===== config.mk =====
export PLATFORM = sky130hd
export DESIGN_NAME = freq_period_meter
export DESIGN_NICKNAME = d
export VERILOG_FILES = /design/src/rtl/freq_period_meter.sv
export SDC_FILE = /design/constraint.sdc
export NUM_CORES = 1
export LEC_CHECK = 0
export BUFFER_PORTS_ARGS = -buffer_cell sky130_fd_sc_hd__buf_2
export CORE_MARGIN = 1.5
export CORE_UTILIZATION = 39
export CTS_CLUSTER_DIAMETER = 50
export DETAILED_ROUTE_END_ITERATION = 6
export HOLD_SLACK_MARGIN = 0.03
export PLACE_DENSITY_LB_ADDON = 0.3
export SLEW_MARGIN = 10
export SYNTH_ARGS = -nofsm -noshare
export SYNTH_HDL_FRONTEND = slang
export SYNTH_SLANG_ARGS = --single-unit

===== constraint.sdc =====
create_clock -name clk -period 3.3 [get_ports clk]
set_input_delay 0 -clock clk [delete_from_list [all_inputs] [get_ports clk]]
set_output_delay 0 -clock clk [all_outputs]
set_load 0.02 [all_outputs]

===== src/rtl/freq_period_meter.sv =====
// Measures the period of an asynchronous divided clock in clk cycles and reports
// lock once LOCK_CNT consecutive identical measurements have been seen.
module freq_period_meter #(
  parameter int unsigned CNT_W    = 10,
  parameter int unsigned LOCK_CNT = 2,
  parameter int unsigned TIMEOUT  = 1023
) (
  input  logic             clk,
  input  logic             rst,
  input  logic             clk_in,
  output logic [CNT_W-1:0] period,
  output logic             locked,
  output logic             lost,
  output logic             change
);

  typedef enum logic [1:0] {IDLE, ACQUIRE, LOCKED, LOST} state_e;

  localparam logic [CNT_W-1:0] TMO    = CNT_W'(TIMEOUT);
  localparam logic [3:0]       LOCK_N = 4'(LOCK_CNT);

  state_e           state_q, state_d;
  logic             s1_q, s2_q, s3_q;
  logic             rise, tmo_hit;
  logic [CNT_W-1:0] cnt_q, cnt_d;
  logic [CNT_W-1:0] meas;
  logic [CNT_W-1:0] stored_q, stored_d;
  logic [CNT_W-1:0] period_q, period_d;
  logic [3:0]       match_q, match_d, match_nx;
  logic             locked_q, locked_d;
  logic             lost_q, lost_d;
  logic             change_q, change_d;

  assign rise    = s2_q & ~s3_q;
  assign tmo_hit = (cnt_q == TMO);
  // A rise landing on the saturated count is clamped rather than wrapped.
  assign meas     = tmo_hit ? TMO : cnt_q + CNT_W'(1);
  assign match_nx = ((match_q != 4'd0) && (meas == stored_q)) ? match_q + 4'd1 : 4'd1;

  always_comb begin
    state_d  = state_q;
    cnt_d    = rise ? '0 : (tmo_hit ? cnt_q : cnt_q + CNT_W'(1));
    match_d  = match_q;
    stored_d = stored_q;
    period_d = period_q;
    locked_d = locked_q;
    lost_d   = lost_q;
    case (state_q)
      IDLE: begin
        if (rise) begin
          state_d = ACQUIRE;
        end else if (tmo_hit) begin
          state_d = LOST;
          lost_d  = 1'b1;
        end
      end
      ACQUIRE: begin
        if (rise) begin
          match_d  = match_nx;
          stored_d = meas;
          if (match_nx >= LOCK_N) begin
            state_d  = LOCKED;
            period_d = meas;
            locked_d = 1'b1;
          end
        end else if (tmo_hit) begin
          state_d = LOST;
          lost_d  = 1'b1;
        end
      end
      LOCKED: begin
        if (rise) begin
          if (meas != period_q) begin
            state_d  = ACQUIRE;
            period_d = '0;
            locked_d = 1'b0;
            match_d  = 4'd1;
            stored_d = meas;
          end
        end else if (tmo_hit) begin
          state_d  = LOST;
          period_d = '0;
          locked_d = 1'b0;
          lost_d   = 1'b1;
        end
      end
      LOST: begin
        // First rise after loss only restarts timing.
        if (rise) begin
          state_d = ACQUIRE;
          lost_d  = 1'b0;
          match_d = 4'd0;
        end
      end
      default: state_d = IDLE;
    endcase
    change_d = (period_d != period_q) || (locked_d != locked_q);
  end

  always_ff @(posedge clk) begin
    if (rst) begin
      state_q  <= IDLE;
      s1_q     <= 1'b0;
      s2_q     <= 1'b0;
      s3_q     <= 1'b0;
      cnt_q    <= '0;
      match_q  <= '0;
      stored_q <= '0;
      period_q <= '0;
      locked_q <= 1'b0;
      lost_q   <= 1'b0;
      change_q <= 1'b0;
    end else begin
      state_q  <= state_d;
      s1_q     <= clk_in;
      s2_q     <= s1_q;
      s3_q     <= s2_q;
      cnt_q    <= cnt_d;
      match_q  <= match_d;
      stored_q <= stored_d;
      period_q <= period_d;
      locked_q <= locked_d;
      lost_q   <= lost_d;
      change_q <= change_d;
    end
  end

  assign period = period_q;
  assign locked = locked_q;
  assign lost   = lost_q;
  assign change = change_q;

endmodule


After elaboration in Yosys (flattened, before gate mapping)
Index checks and enable logic that the tools add are counted.
{ "classes": {"n_addsub": 2, "n_lt_le_gt_ge": 1, "eq_ne": 16, "mux": 35, "n_bitwise": 2, "reduce_logical": 12} }
{ "ops": {"columns": ["operator", "count"], "rows": [
  ["$mux W10", 9],
  ["$pmux W10 S2", 2],
  ["$mux W4", 5],
  ["$ne A10 B10 Y1", 2],
  ["$mux W2", 7],
  ["$pmux W4 S3", 1],
  ["$add A10 B1 Y10 const B", 1],
  ["$eq A10 B10 Y1", 1],
  ["$eq A10 B10 Y1 const B", 1],
  ["$ne A2 B2 Y1 const B", 5],
  ["$mux W1", 8],
  ["$pmux W2 S4", 1],
  ["$ne A3 B3 Y1 const B", 2],
  ["$reduce_and A3 Y1", 2],
  ["$reduce_and A5 Y1", 1],
  ["$add A4 B1 Y4 const B", 1],
  ["$eq A2 B2 Y1 const B", 2],
  ["$ge A4 B2 Y1 const B", 1],
  ["$pmux W1 S2", 2],
  ["$reduce_and A4 Y1", 1],
  ["$reduce_bool A4 Y1", 1],
  ["$reduce_bool A3 Y1", 1],
  ["$reduce_or A3 Y1", 1],
  ["$eq A2 B1 Y1 const B", 1],
  ["other kinds (9)", 9]
]} }
{ "word_totals": {"ff_bits": 42, "in_bits": 3, "wordCells": 79} }

Longest topological paths before layout
{ "depth": {"ltp_word": 11, "depth_mapped": 12} }

Least setup slack after synthesis
OpenSTA, ideal clock, no wires.
{ "synth_timing": {"path_type": "register to register", "start": "reg cnt_q[1]", "end": "reg period_q[1], in the netlist period[1]", "setup_ns": 0.136, "arrival_ns": 2.759, "slack_ns": 0.405, "stages_incl_launch_ff": 12, "synth_period_minus_slack_ns": 2.895, "cell_sequence": "dfxtp_1 -> ha_1 -> buf_2 -> and3_1 -> buf_2 -> nor4_2 -> or2_2 -> nor2_1 -> a2111oi_4 -> nand3_2 -> a31oi_1 -> o32ai_1"} }
{ "synth_between": {"elab_chain_cells": 9, "word_cells_on_any_way": 14, "cone_classes": "1 x add/sub; 1 x order compare; 3 x eq/ne; 8 x mux; 1 x reduce/logical"} }
{ "synth_rtl": {"columns": ["item", "line_no", "source"], "rows": [
  ["start: declaration", "25", "logic [CNT_W-1:0] cnt_q, cnt_d;"],
  ["start signal: assignment", "118", "cnt_q <= cnt_d;"],
  ["$add A10 B1 Y10 or $eq A10 B10 Y1 (tied branches)", "37, 35", null],
  ["$mux W10", "37", "assign meas = tmo_hit ? TMO : cnt_q + CNT_W'(1);"],
  ["$eq A10 B10 Y1", "38", "assign match_nx = ((match_q != 4'd0) && (meas == stored_q)) ? match_q + 4'd1 : 4'd1;"],
  ["$logic_and A1 B1 Y1", "38", null],
  ["$mux W4", "38", null],
  ["$ge A4 B2 Y1", "61", "if (match_nx >= LOCK_N) begin"],
  ["$mux W10", "61", null],
  ["$mux W10", "58", "if (rise) begin"],
  ["$pmux W10 S2 (*)", "48", "case (state_q)"],
  ["end signal: assignment", "121", "period_q <= period_d;"],
  ["end: declaration", "28", "logic [CNT_W-1:0] period_q, period_d;"]
]} }
Mark *: on every way between the ends. The rest lies on a longest branch, timed or not.
A chain may end at the register's enable or synchronous reset.

Final worst setup path
{ "layout_timing": {"start": "reg cnt_q[1]", "end": "reg period_q[8], in the netlist period[8]"} }
Same word-level chain as after synthesis.

==> impl_metrics.ini <==
[synthesis]
synth_edf_count = 0
syn_inst = 332
synth-seq-cells = 42
yosys_warnings = 0
syn_nets = 341
ys_types = 63
yosysSeqAreaShare = 0.322
post-synth-top-count-cell = dfxtp_1
syn_avg_cell_area_um2 = 7.87
async_reset_ff_frac = 0
synth_top_cell_by_area = dfxtp_1
synthTopCellsByCount = dfxtp_1 (42), nor2_1 (38), nand2_1 (25)
netlist.area_leader.share = 0.322
ys.flop_type = dfxtp_1
synth_area_um2 = 2610
ys_top_cells_by_area = dfxtp_1 (32%), nor2_1 (5.5%), nand2_1 (3.6%), o32ai_1 (3.4%), inv_1 (3.2%)

[cts]
clock-sinks = 42
cts_max_path_buffers = 2
h-tree-depth = 2
cts_tree = built
cts-root-buf = clkbuf_8
cts_buffers = 5
clk_latency_ps = 300
clkTransAtPathRegs_ps = 80

[routing]
vias_per_cell = 6.26
firstDrtPassIters = 5
vias = 2693
drt-initial-drc-count = 264
drc = 0
drtAntennaViolNets = 0
wl_per_cell_um = 18.3
wl_mm = 7.89

[sta]
finalMaxSlewViolations = 0
finalCritPeriodShare = 0.929
hold_violations = 0
slew_headroom = 0.378
whs_ps = 225
setup-violations-final = 0
clock_skew_ps = 8.10
timing.fmax_mhz = 326
fin_setup_tns_ps = 0
worst_slew_pin_slew_ps = 919
finalCriticalPeriod_ps = 3070

[place]
gp_congestion = 0.954
dpl.hpwl_mm = 5.81
numPortBuffers = 15

[min_path]
hp-start = rst
whs_path_depth = 2
whs_endpoint = stored_q[6]
min_path_type = input pin to flop

[run_status]
outcome = finished clean

[layout]
n_antenna_cell = 0
syn_to_final_growth_pct = 12.1
final_nets = 361
fillers = 646
drive_above_1_share = 0.147

[global_routing]
grt_pass1_wl_mm = 13.2
grt_max_degree = 37
grtUsageTotal = 0.234
grt_antenna_before_repair = 0
grt_overflow = 0
grt_pass1_vias = 2533

[worst_setup_path]
path_common_cell = and3_1
startpoint = cnt_q[1]
cp-end-kind = flop
cpPeakStageDelay_ps = 510
worstPathArrival_ps = 3270
crit_type = flop to flop
r2r-end = period[8]
worst_ep_required_time_ps = 3500
cp_cell_sequence = ha_1 -> and3_1 -> nand3_1 -> buf_4 -> and3_1 -> nor3_1 -> and4bb_2 -> nand3_2 -> or3_1 -> o32ai_1
crit_slowest_cell = or3_1
worstRegToRegCells = 10
rrSetupSlack_ps = 230
r2r_start = cnt_q[1]
cp-start-kind = flop
crit_fanout = 10

[die]
rows = 29
fp.coreArea_um2 = 6420
die_h_um = 84.9
chipWidth_um = 84.9
die-area_um2 = 7200
start_util = 0.407
io_pins = 16

[pwr]
ir_worst_vdd_mv = 0.154
power_density_nw_per_um2 = 336
cellLeakagePower_nw = 1.03

[run]
drv_cap = 0
report_power, final:
| group | switching [mW] | internal [mW] |
|---|---|---|
| clock | 0.184 | 0.169 |
| combinational | 0.0673 | 0.0401 |
| sequential | 0.00893 | 0.514 |
| total | 0.261 | 0.723 |
placed cells by master (no fill, tap or decap), types with 11 or more instances in the layout:
| master | Yosys | layout |
|---|---|---|
| a21oi_1 | 14 | 14 |
| nand2_1 | 25 | 25 |
| nand3_1 | 12 | 12 |
| dfxtp_1 | 42 | 42 |
| buf_2 | 9 | 15 |
| inv_1 | 22 | 22 |
| nor2_1 | 38 | 38 |
| o21ai_0 | 11 | 11 |
| buf_4 | 0 | 16 |
worst max-delay path, delay by kind of cell (launching register included):
family	cells	cell delay [ps]
and+or+nand+nor	7	1880
AOI/OAI and AO/OA	1	200
adders and majority gates	1	240
DFF	1	440
buffers and inverters	1	200
area by class of cell:
cell class                 count  area (um2)  area share
multi-input combinational    249        1610       0.551
sequential                    42         841       0.287
clock buffer                   7        86.3      0.0295
timing repair buffer          32         205      0.0701
inverter                      22        82.6      0.0282
clock inverter                 1        5.00     0.00171
tap                           77        96.3      0.0329
sequential cells by signal, indices dropped and copies added (netlist names):
signal / cells
cnt_q: 10
period: 10
stored_q: 10
match_q: 4
state_q: 2
change: 1
locked: 1
lost: 1
s1_q: 1
s2_q: 1
s3_q: 1
stage by stage:
step / cells / instance area, um2 / total power [mW] / setup WS [ps] / utilization
2_1_floorplan: 332 / 2610 / 0.605 / 405 / -
5_1_grt: 430 / 2930 / 1.02 / -34.8 / 0.456
3_5_place_dp: 421 / 2820 / 0.639 / 254 / 0.440
6_report: 430 / 2930 / 0.983 / 234 / 0.456
4_1_cts: 430 / 2920 / 0.993 / 249 / 0.455
3_3_place_gp: 421 / 2820 / 0.638 / 359 / 0.440
worst max path at each step:
| stage | to | slack (ps) | cells past startpoint |
|---|---|---|---|
| detailed placement | period[8] | 250 | 10 |
| CTS | period[8] | 250 | 10 |
| global route | period[8] | -30 | 11 |
| finish | period[8] | 230 | 10 |
| global placement | match_q[2] | 360 | 10 |
| floorplan | period[1] | 400 | 11 |
cells by family (layout without fill, tap and decap cells):
family / after synthesis / after routing / synth area share
compound gates: 93 / 93 / 0.263
flops: 42 / 42 / 0.322
xor+xnor: 3 / 3 / 0.0101
simple gates: 143 / 143 / 0.298
fa+ha+maj: 6 / 6 / 0.0287
buf+inv: 41 / 62 / 0.0632
mux: 4 / 4 / 0.0153
repair_timing:
item                                    4_1_cts  5_1_grt
endpoints found under the setup margin        0        9
buffers inserted                              0        0
hold buffers                                  1        0
resized for setup                             0        1
hold endpoints to repair                      1        0
routing by layer:
metal / track usage / wire [um] / vias up
li1: - / - / 1287
met1: 0.330 / 3610 / 1266
met2: 0.359 / 3520 / 124
met3: 0.0360 / 586 / 16
met4: 0.0894 / 173 / 0
met5: 0 / 0 / -
No activity file was read; power rests on OpenSTA's default activity.
